`src/rtl/array_pkg.sv`:
```
// Shared definitions for the row-array reader and writer blocks.
//
// Contents:
//   DW, DEPTH, AW : default data width, row count and row address width.
//   state_t       : reader sequencing states.
//   tri_mask      : triangular column mask used by both sides of the array.
//
// Data words use MSB-first indexing, so they are declared [0:DW-1]. Bit 0 is
// the leftmost (most significant) bit.
package array_pkg;

  localparam int DW    = 8;
  localparam int DEPTH = 16;
  localparam int AW    = 4;

  typedef enum logic [1:0] {
    IDLE   = 2'd0,
    READ   = 2'd1,
    DRAIN  = 2'd2,
    FINISH = 2'd3
  } state_t;

  // Keeps columns 1..row. Column 0 is never kept. Rows at or above DW-1 keep
  // every column except 0.
  function automatic logic [0:DW-1] tri_mask(input logic [AW-1:0] row);
    logic [0:DW-1] m;
    m = '0;
    for (int j = 1; j < DW; j++) begin
      if (j <= int'(row)) m[j] = 1'b1;
    end
    return m;
  endfunction

endpackage

```
`src/rtl/skid_fifo2.sv`:
```
// Two-entry FIFO that holds {index, data} pairs between the array read port
// and the output handshake.
//
// Ports:
//   clk, rst_n     : clock and asynchronous active-low reset.
//   push           : write push_index/push_data this cycle.
//   push_index     : row number of the pushed word.
//   push_data      : pushed word.
//   pop            : the head entry is consumed this cycle.
//   count          : current occupancy, 0..2.
//   head_index     : row number of the head entry.
//   head_data      : head entry word.
//
// The producer guarantees that it never pushes into a full FIFO unless it also
// pops that cycle. Both strobes are still guarded here, so a stray strobe
// cannot corrupt the occupancy.
module skid_fifo2 #(
  parameter int DW = 8,
  parameter int AW = 4
) (
  input  logic          clk,
  input  logic          rst_n,
  input  logic          push,
  input  logic [AW-1:0] push_index,
  input  logic [0:DW-1] push_data,
  input  logic          pop,
  output logic [1:0]    count,
  output logic [AW-1:0] head_index,
  output logic [0:DW-1] head_data
);

  logic [AW-1:0] idx_mem [2];
  logic [0:DW-1] dat_mem [2];
  logic          wr_ptr;
  logic          rd_ptr;
  logic [1:0]    cnt;
  logic          do_push;
  logic          do_pop;

  assign do_pop  = pop && (cnt != 2'd0);
  assign do_push = push && ((cnt != 2'd2) || do_pop);

  always_ff @(posedge clk or negedge rst_n) begin
    if (!rst_n) begin
      for (int i = 0; i < 2; i++) begin
        idx_mem[i] <= '0;
        dat_mem[i] <= '0;
      end
      wr_ptr <= 1'b0;
      rd_ptr <= 1'b0;
      cnt    <= 2'd0;
    end else begin
      if (do_push) begin
        idx_mem[wr_ptr] <= push_index;
        dat_mem[wr_ptr] <= push_data;
        wr_ptr          <= ~wr_ptr;
      end
      if (do_pop) begin
        rd_ptr <= ~rd_ptr;
      end
      cnt <= cnt + {1'b0, do_push} - {1'b0, do_pop};
    end
  end

  assign count      = cnt;
  assign head_index = idx_mem[rd_ptr];
  assign head_data  = dat_mem[rd_ptr];

endmodule

```
`src/rtl/aa_array_reader.sv`:
```
// Read-side sequencer for the row array. A start pulse walks rows
// first_row..last_row, reads each row through the one-cycle-latency array
// port, optionally applies the triangular column mask, and streams the rows
// out on a valid/ready interface through a two-entry buffer.
//
// Ports:
//   clk, rst_n          : clock and asynchronous active-low reset.
//   start               : run request; ignored unless idle.
//   first_row, last_row : inclusive row range, sampled with start.
//   tri_mode            : apply the triangular mask, sampled with start.
//   busy                : run in progress.
//   done                : one-cycle pulse at the end of a run.
//   rd_en, rd_addr      : array read strobe and row.
//   rd_data             : array data, valid the cycle after rd_en.
//   out_valid/out_ready : output handshake.
//   out_data, out_index : head word and its row number.
//
// state  | meaning
// IDLE   | waiting for start
// READ   | issuing array reads while the buffer has room
// DRAIN  | all reads issued; waiting for the last words to leave
// FINISH | done pulse, back to IDLE next cycle
module aa_array_reader #(
  parameter int DW    = array_pkg::DW,
  parameter int DEPTH = array_pkg::DEPTH,
  parameter int AW    = array_pkg::AW
) (
  input  logic          clk,
  input  logic          rst_n,
  input  logic          start,
  input  logic [AW-1:0] first_row,
  input  logic [AW-1:0] last_row,
  input  logic          tri_mode,
  output logic          busy,
  output logic          done,
  output logic          rd_en,
  output logic [AW-1:0] rd_addr,
  input  logic [0:DW-1] rd_data,
  output logic          out_valid,
  input  logic          out_ready,
  output logic [0:DW-1] out_data,
  output logic [AW-1:0] out_index
);

  import array_pkg::*;

  if ((2 ** AW) != DEPTH) begin : g_bad_depth
    $error("aa_array_reader: 2**AW must equal DEPTH");
  end

  state_t        state_q;
  state_t        state_d;

  // One bit wider than a row address so that stepping past row 15 cannot
  // wrap back onto row 0.
  logic [AW:0]   row_q;
  logic [AW-1:0] last_q;
  logic          tri_q;
  logic          inflight_q;
  logic [AW-1:0] idx_q;

  logic [1:0]    fifo_count;
  logic          pop;
  logic [2:0]    occ;
  logic [0:DW-1] push_data;

  assign out_valid = (fifo_count != 2'd0);
  assign pop       = out_valid && out_ready;
  assign rd_addr   = row_q[AW-1:0];

  // Buffer slots that will be taken at the end of this cycle if nothing new
  // is issued: current words, minus the one leaving now, plus the read whose
  // data arrives now. Issuing only while this is below 2 means a read always
  // has a slot when its data comes back.
  assign occ = {1'b0, fifo_count} - {2'b0, pop} + {2'b0, inflight_q};

  always_comb begin
    state_d = state_q;
    rd_en   = 1'b0;
    busy    = (state_q != IDLE);
    done    = (state_q == FINISH);
    unique case (state_q)
      IDLE: begin
        // An empty range still passes through DRAIN, which finds nothing
        // outstanding, so done always follows start by at least two cycles.
        if (start) state_d = (first_row <= last_row) ? READ : DRAIN;
      end
      READ: begin
        rd_en = (occ < 3'd2);
        if (rd_en && (row_q == {1'b0, last_q})) state_d = DRAIN;
      end
      DRAIN: begin
        // The buffer counts as empty if its last word leaves this cycle.
        if (!inflight_q &&
            ((fifo_count == 2'd0) || ((fifo_count == 2'd1) && pop))) begin
          state_d = FINISH;
        end
      end
      FINISH: begin
        state_d = IDLE;
      end
      default: begin
        state_d = IDLE;
      end
    endcase
  end

  always_ff @(posedge clk or negedge rst_n) begin
    if (!rst_n) begin
      state_q    <= IDLE;
      row_q      <= '0;
      last_q     <= '0;
      tri_q      <= 1'b0;
      inflight_q <= 1'b0;
      idx_q      <= '0;
    end else begin
      state_q    <= state_d;
      inflight_q <= rd_en;
      idx_q      <= rd_addr;
      if ((state_q == IDLE) && start) begin
        row_q  <= {1'b0, first_row};
        last_q <= last_row;
        tri_q  <= tri_mode;
      end else if (rd_en) begin
        row_q  <= row_q + {{AW{1'b0}}, 1'b1};
      end
    end
  end

  assign push_data = tri_q ? (rd_data & tri_mask(idx_q)) : rd_data;

  skid_fifo2 #(
    .DW (DW),
    .AW (AW)
  ) u_fifo (
    .clk        (clk),
    .rst_n      (rst_n),
    .push       (inflight_q),
    .push_index (idx_q),
    .push_data  (push_data),
    .pop        (pop),
    .count      (fifo_count),
    .head_index (out_index),
    .head_data  (out_data)
  );

endmodule

```
`config.mk`:
```
export PLATFORM = sky130hd
export DESIGN_NAME = aa_array_reader
export DESIGN_NICKNAME = d
export VERILOG_FILES = /design/src/rtl/array_pkg.sv /design/src/rtl/skid_fifo2.sv /design/src/rtl/aa_array_reader.sv
export SDC_FILE = /design/constraint.sdc
export NUM_CORES = 1
export LEC_CHECK = 0
export ABC_AREA = 1
export BUFFER_PORTS_ARGS = -buffer_cell sky130_fd_sc_hd__buf_2
export CAP_MARGIN = 20
export CORE_MARGIN = 2
export CORE_UTILIZATION = 45
export DETAILED_ROUTE_END_ITERATION = 10
export HOLD_SLACK_MARGIN = 0.05
export PLACE_DENSITY = 0.66
export SYNTH_ARGS = -nofsm -noshare
export SYNTH_HDL_FRONTEND = slang
export SYNTH_SLANG_ARGS = --single-unit
```
`constraint.sdc`:
```
create_clock -name clk -period 4.3 [get_ports clk]
set_input_delay 0.43 -clock clk [delete_from_list [all_inputs] [get_ports clk]]
set_output_delay 0.43 -clock clk [all_outputs]
set_load 0.02 [all_outputs]
```
==> results of run 1 <==
worst reg2reg max path: cells and delay by family, from the launching register on:
kind / cells / cell delay (ns)
and+or+nand+nor: 5 / 0.54
adders and majority gates: 2 / 0.82
buffers and inverters: 3 / 0.27
AOI/OAI and AO/OA: 2 / 0.25
DFF: 1 / 0.47
registers in the layout (all words and copies together) (netlist names):
register	count
tri_q	1
u_fifo.idx_mem	8
inflight_q	1
u_fifo.rd_ptr	1
state_q	2
idx_q	4
u_fifo.dat_mem	16
row_q	5
u_fifo.wr_ptr	1
u_fifo.count	2
last_q	4
metrics by stage:
| step | hold slack (ns) | instance area [µm²] | setup WS (ns) |
|---|---|---|---|
| 5_1_grt | 0.365 | 2860 | 1.18 |
| 3_5_place_dp | 0.468 | 2720 | 1.69 |
| 2_1_floorplan | 0.134 | 2510 | 1.78 |
| 6_report | 0.366 | 2860 | 1.33 |
| 4_1_cts | 0.329 | 2830 | 1.32 |
| 3_3_place_gp | 0.461 | 2720 | 1.75 |
final timing paths:
kind,to,slack [ns],cells past startpoint
setup / recovery,rd_en,1.33,11
hold reg to reg,idx_q[2]$_DFF_PN0_,0.49,0
setup reg to reg,row_q[3]$_DFFE_PN0P_,1.88,12
min in group asynchronous,u_fifo.dat_mem[15]$_DFFE_PN0P_,0.56,2
hold / removal,u_fifo.dat_mem[5]$_DFFE_PN0P_,0.37,3
max in group asynchronous,idx_q[3]$_DFF_PN0_,3.25,3
Yosys cell counts:
master      n
fa_1        1
o21bai_1    1
buf_4       4
mux2_2      1
o21ai_2    15
o21ai_1     3
o21ai_0    18
buf_2       2
a31oi_1     2
inv_2       3
dfrtp_1    45
nand3_1     7
nor2_4      1
nor2_8      1
nor3_1      1
nand4_4     1
nand2_2     6
nor2_2      1
nor2_1     16
nand3_2     1
inv_6       1
o31ai_1     1
nand2_1   103
o22ai_1     1
buf_6       2
buf_8       1
clkbuf_1    1
nand2_4     2
ha_1       13
inv_1      38
xor2_1      2
clkinv_1    1
a21oi_1     7
power by group through the flow:
| stage | registers (W) | logic (W) | clock network (W) |
|---|---|---|---|
| final | 0.000781 | 0.00103 | 0.000324 |
| after global routing | 0.000813 | 0.00118 | 0.000354 |
| after CTS | 0.000783 | 0.00104 | 0.000334 |
| after detailed placement | 0.000791 | 0.00103 | 0 |
| after global placement | 0.000787 | 0.00101 | 0 |
| after floorplan | 0.000737 | 0.000849 | 0 |
area by class of cell:
| class | count | area (µm²) | area share |
|---|---|---|---|
| tap | 72 | 90.1 | 0.0315 |
| sequential | 45 | 1130 | 0.394 |
| inverter | 43 | 166 | 0.0582 |
| timing repair buffer | 42 | 230 | 0.0805 |
| clock buffer | 5 | 68.8 | 0.0241 |
| clock inverter | 3 | 46.3 | 0.0162 |
| multi-input combinational | 205 | 1130 | 0.396 |
routing by layer:
metal	global-route usage	part of all wire
met1	0.209	0.46
met2	0.296	0.47
met3	0.0448	0.052
met4	0.0649	0.014
met5	0	0
cells in the final DEF (no fill, tap or decap), drive strengths merged:
cell type,instances
o31ai,1
nor3,1
o21ai,36
dlygate4sd3,1
inv,42
mux2,1
clkinvlp,1
o21bai,1
a21oi,7
fa,1
nand3,8
a31oi,2
xor2,2
ha,13
nor2,19
bufinv,1
nand2,111
clkbuf,5
nand4,1
dfrtp,45
o22ai,1
buf,41
clkinv,2
repair_timing:
item                      4_1_cts  5_1_grt
buffers inserted                0        0
hold endpoints to repair        0       12
hold buffers                    0        1
logic make-up after synthesis:
kind of cell             count (synthesis)
AND/OR/NAND/NOR                        140
buffers and inverters                   53
AO/OA/AOI/OAI                           48
flip-flops                              45
adder cells (fa/ha/maj)                 14
XOR/XNOR                                 2
multiplexers                             1
==> out/metrics.yaml, run 1 <==
power_and_ir_drop:
  ir_drop_mv: 0.332
  power_frac_seq: 0.367
  netSwitchingFraction: 0.456
  finalPower_w: 0.00213
  powerDensity_nw_per_um2: 745
  pwr-share-clk: 0.152
  p_leak_nw: 1.57
  switching_power_w: 0.000971
  combPwrFrac: 0.481
  p_int_w: 0.00116
critical_path:
  timing.rr.start: "u_fifo.count[1]$_DFF_PN0_"
  worstPathRequired_ns: 3.87
  critPathLaunchType: "flop"
  crit_type: "reg -> out"
  startpoint: "u_fifo.count[1]$_DFF_PN0_"
  slowest_stage: "fa_1"
  critical_path.max_stage_delay_ns: 0.56
  critPathTopFamily: "adder cells"
  cp_cell_sequence: "inv_2 > nand2_1 > nand2_1 > inv_1 > ha_1 > inv_1 > nand2_1 > fa_1 > nand4_4 > inv_1 > buf_2"
  worst_setup_path_end_kind: "output port"
  critPathBufInv: 5
  worstPathArrival_ns: 2.54
  cp_max_fo: 5
die:
  die_area_um2: 6180
  ios: 41
  die_w_um: 78.6
  chipHeight_um: 78.6
  coreArea_um2: 5440
  rows: 27
  start_util: 0.461
logic_synthesis:
  synth_area_leaders: "dfrtp_1, nand2_1, ha_1"
  synth_top_family_by_area: "simple AND/OR/NAND/NOR gates"
  synth_mux_area_frac: 0.00449
  post-synth-top-area-fraction: 0.449
  synth_xor_area_frac: 0.00699
  syn_inst: 303
  ys_types: 33
  yosysSeqAreaShare: 0.449
  synth_seq_cells: 45
  synth_area_um2: 2510
  avgSynthCellArea_um2: 8.27
  syn_nets: 338
  yosys.area_share.simple: 0.246
  yosys_warnings: 0
  synth_fa_ha_area_frac: 0.0729
  yosysTopAreaCell: "dfrtp_1"
  synth_compound_gate_area_share: 0.122
final_layout:
  antenna_cells: 0
  layout.filler_cells: 544
  final_core_util: 0.526
  drive_gt1_frac: 0.239
  syn2layout_area_growth_pct: 14.1
  finalNonFillerCells: 415
  fin_nets: 377
timing:
  finalHoldViolCount: 0
  clock_skew_ns: 0.00765
  rsz0062_at_grt: "no"
  slew_viol_final: 0
  slew_headroom: 0.599
  setup_tns_ns: 0
  finalCritPeriodShare: 0.690
  fin_crit_ns: 2.97
  setup_viol: 0
  worst_pin_slew_ns: 0.600
  clock.fmax_mhz: 337
clock_network:
  cts-buffers-inserted: 5
  clk_pin_slew_ns: 0.09
  h-tree-depth: 2
  post_cts_resized: 0
  cts_buffer_depth: 2
  clock_latency_ns: 0.30
  cts_root_buf: "clkbuf_8"
  numClockSinks: 45
  cts_tree: "yes"
global_route:
  grt_pass1_wl_um: 8370
  overflow: 0
  grt_antenna_before_repair: 0
  grt_start_max_net_pins: 46
  grt_pass1_vias: 1909
  track_usage: 0.173
worst_hold_path:
  worstHoldStart: "rd_data[2]"
  holdCritPathClass: "in -> reg"
run:
  max-cap-violations: 0
placement:
  place_congestion: 0.741
  portBuffers: 40
  dp.cells: 405
  hpwl_um: 3460
route:
  drtIter0Drc: 83
  vias_per_cell: 4.72
  vias: 1959
  routed_wl_um: 4760
  drtPass1Iterations: 4
  drc_errors: 0
  ant_nets: 0
  routedWlPerCell_um: 11.5
status:
  status: "finished clean"
Power figures use the tool's default switching activity.
==> run 2: changes to the inputs <==
--- a/config.mk
+++ b/config.mk
@@ -5,14 +5,14 @@
 export SDC_FILE = /design/constraint.sdc
 export NUM_CORES = 1
 export LEC_CHECK = 0
-export ABC_AREA = 1
+export ABC_AREA = 0
 export BUFFER_PORTS_ARGS = -buffer_cell sky130_fd_sc_hd__buf_2
 export CAP_MARGIN = 20
 export CORE_MARGIN = 2
 export CORE_UTILIZATION = 45
 export DETAILED_ROUTE_END_ITERATION = 10
 export HOLD_SLACK_MARGIN = 0.05
-export PLACE_DENSITY = 0.66
+export PLACE_DENSITY = 0.67
 export SYNTH_ARGS = -nofsm -noshare
 export SYNTH_HDL_FRONTEND = slang
 export SYNTH_SLANG_ARGS = --single-unit
==> constraint.sdc (replaced) <==
create_clock -name clk -period 3.1 [get_ports clk]
set_input_delay 0.31 -clock clk [delete_from_list [all_inputs] [get_ports clk]]
set_output_delay 0.31 -clock clk [all_outputs]
set_load 0.02 [all_outputs]
==> run 2 against run 1 <==
  * Sequential share of layout area increased by 3.7 points
  * Global-route usage decreased by 0.60 points
  * Critical path depth decreased by 1
  * Combinational power increased by 21%
  * Cell count decreased by 26%
  * Total power increased by 31%
  * Core utilization increased by 2.1 points
  * Hold slack got worse by 0.14 ns
  * Critical path type unchanged
==> out/metrics.yaml, run 2 <==
status:
  status: "finished clean"
die:
  die_area_um2: 5590  # -9.6%
  ios: 41  # unchanged
  coreArea_um2: 4790  # -12%
  chipHeight_um: 74.8  # -4.9%
  rows: 25  # -7.4%
  die_w_um: 74.8  # -4.9%
  start_util: 0.471  # +0.0101
logic_synthesis:
  syn_inst: 202  # -33%
  syn_nets: 237  # -30%
  post-synth-top-area-fraction: 0.500  # +0.0504
  avgSynthCellArea_um2: 11.2  # +35%
  synth_common_cells: "dfrtp_1, mux2_2, nand2_1"
  ys_types: 29  # -12%
  synth_edf_count: 0  # unchanged
  async_reset_ff_frac: 1.00  # unchanged
  synth_area_leaders: "dfrtp_1, mux2_2, ha_1"
  synth_seq_cells: 45  # unchanged
  yosysSeqAreaShare: 0.500  # +0.0504
  yosys_warnings: 0  # unchanged
  synth_area_um2: 2250  # -10%
  synthFlopType: "dfrtp_1"
  synth_most_common_cell: "dfrtp_1"
  yosysTopAreaCell: "dfrtp_1"
power_and_ir_drop:
  powerDensity_nw_per_um2: 1070  # +43%
  p_leak_nw: 1.27  # -19%
  ir_drop_mv: 0.510  # +54%
critical_path:
  cp_max_fo: 7  # +2
  reg2reg_depth: 12  # unchanged
  reg2reg_slack_ns: 0.31  # -1.57 ns
  timing.rr.end: "state_q[0]$_DFFE_PN0P_"
  critPathLaunchType: "flop"
  worst_setup_path_end_kind: "output port"
  crit_type: "reg -> out"
  worstPathArrival_ns: 2.55  # about the same
  worstPathRequired_ns: 2.79  # -1.08 ns
  timing.rr.start: "u_fifo.count[1]$_DFF_PN0_"
route:
  drtIter0Drc: 84  # +1.2%
  vias: 1521  # -22%
  ant_nets: 0  # unchanged
  vias_per_cell: 4.92  # +4.3%
  drtPass1Iterations: 4  # unchanged
  routedWlPerCell_um: 13.5  # +18%
  drc_errors: 0  # unchanged
  routed_wl_um: 4160  # -13%
timing:
  slew_viol_final: 0  # unchanged
  clock.fmax_mhz: 349
  setup_viol: 0  # unchanged
  finalCritPeriodShare: 0.924
  finalHoldViolCount: 0  # unchanged
  layout_setup_ws_ns: 0.236  # -1.10 ns
  whs_ns: 0.224  # -0.142 ns
  rsz0062_at_grt: "no"
  fin_crit_ns: 2.86
  clock_skew_ns: 0.00853  # +0.000874 ns
  worst_pin_slew_ns: 0.608  # +0.00729 ns
  setup_tns_ns: 0  # unchanged
  slew_headroom: 0.595  # -0.00389
clock_network:
  clk_pin_slew_ns: 0.08  # about the same
  post_cts_buffers: 0  # unchanged
  cts-buffers-inserted: 5  # unchanged
  cts_buffer_depth: 2  # unchanged
  numClockSinks: 45  # unchanged
  cts_tree: "yes"
  h-tree-depth: 2  # unchanged
  cts_root_buf: "clkbuf_8"
  clock_latency_ns: 0.30  # about the same
placement:
  dp_worst_setup_slack_ns: 0.301  # -1.39 ns
  place_congestion: 0.706  # -4.7%
  portBuffers: 40  # unchanged
  hpwl_um: 2960  # -15%
worst_hold_path:
  holdCritPathClass: "in -> reg"
  whs_path_depth: 2  # -1
  hold_path_end: "row_q[4]$_DFFE_PN0P_"
  worstHoldStart: "start"
global_route:
  grt_pass1_wl_um: 6930  # -17%
  overflow: 0  # unchanged
  grt_antenna_before_repair: 0  # unchanged
  track_usage: 0.167  # -0.00599
  grt_start_max_net_pins: 46  # unchanged
  grt_pass1_vias: 1522  # -20%
run:
  max-cap-violations: 0  # unchanged
final_layout:
  final_cell_mix: "dfrtp_1, buf_2, nand2_1, mux2_2, o21ai_0"
  antenna_cells: 0  # unchanged
  fin_nets: 277  # -27%
  final_common_cell: "dfrtp_1"
  reg.largest.list: "u_fifo.dat_mem (16), u_fifo.idx_mem (8), row_q (5)"
  drive_gt1_frac: 0.326  # +0.0874
  syn2layout_area_growth_pct: 16.2
  largest-register: "u_fifo.dat_mem"
  final_core_util: 0.547  # +0.0210
  largest_reg_flops: 16  # unchanged
run 2: kinds of logic (layout without fill, tap and decap cells):
logic type | Yosys count | count (layout) | synth area share
xor gates and xnor gates | 12 | 12 | 0.0466
DFF | 45 | 45 | 0.500
and+or+nand+nor | 46 | 46 | 0.0905
adders and majority gates | 14 | 14 | 0.0811
AOI/OAI and AO/OA | 34 | 34 | 0.0888
buffers and inverters | 22 | 62 | 0.0477
muxes | 29 | 29 | 0.145
run 2: power by group:
part           leakage [nW]  internal, W  total (W)  switching, W
combinational         0.669     0.000588    0.00125      0.000662
clock                0.0540     0.000234   0.000430      0.000195
sequential            0.551     0.000868    0.00112      0.000250
total                  1.27      0.00169    0.00280       0.00111
run 2: worst max-delay path, stage by stage, from the launching register on:
cell	delay, ns
dfrtp_1	0.44
inv_1	0.12
nand2_1	0.06
and2_1	0.18
ha_1	0.27
inv_1	0.08
nand2_1	0.07
fa_1	0.38
xnor2_1	0.17
and3_2	0.29
buf_2	0.19
run 2: what timing repair did:
item | CTS | global route
resized for setup | 0 | 1
hold endpoints to repair | 0 | 5
hold buffers | 0 | 1
setup endpoints to repair | 0 | 1
run 2: how the worst max path moves through the flow:
stage / endpoint / from / cells past startpoint
after CTS: rd_en / u_fifo.count[1]$_DFF_PN0_ / 10
after global placement: state_q[0]$_DFFE_PN0P_ / u_fifo.count[1]$_DFF_PN0_ / 12
final: rd_en / u_fifo.count[1]$_DFF_PN0_ / 10
after global routing: rd_en / u_fifo.count[1]$_DFF_PN0_ / 10
after floorplan: state_q[0]$_DFFE_PN0P_ / u_fifo.count[1]$_DFF_PN0_ / 12
after detailed placement: state_q[0]$_DFFE_PN0P_ / u_fifo.count[1]$_DFF_PN0_ / 12
run 2: metal layers:
layer  vias up  routed length, µm  GRT usage
li1        755                  -          -
met1       728               1880      0.203
met2        33               2040      0.285
met3         5                189     0.0482
met4         0                 56     0.0595
met5         -                  0          0
run 2: cell type report:
class                   instances  area (µm²)
clock inverters                 2        35.0
multi-input cells             135        1020
flip-flops and latches         45        1130
fillers                       450        2170
inverters                      12        45.0
clock buffers                   5        68.8
repair buffers                 43         238
well taps                      67        83.8
run 2: stage by stage:
stage                     cells  area (µm²)  power [W]
after floorplan             202        2250    0.00208
after global placement      300        2480    0.00236
after detailed placement    300        2480    0.00239
after CTS                   307        2590    0.00283
after global routing        309        2620    0.00304
final                       309        2620    0.00280
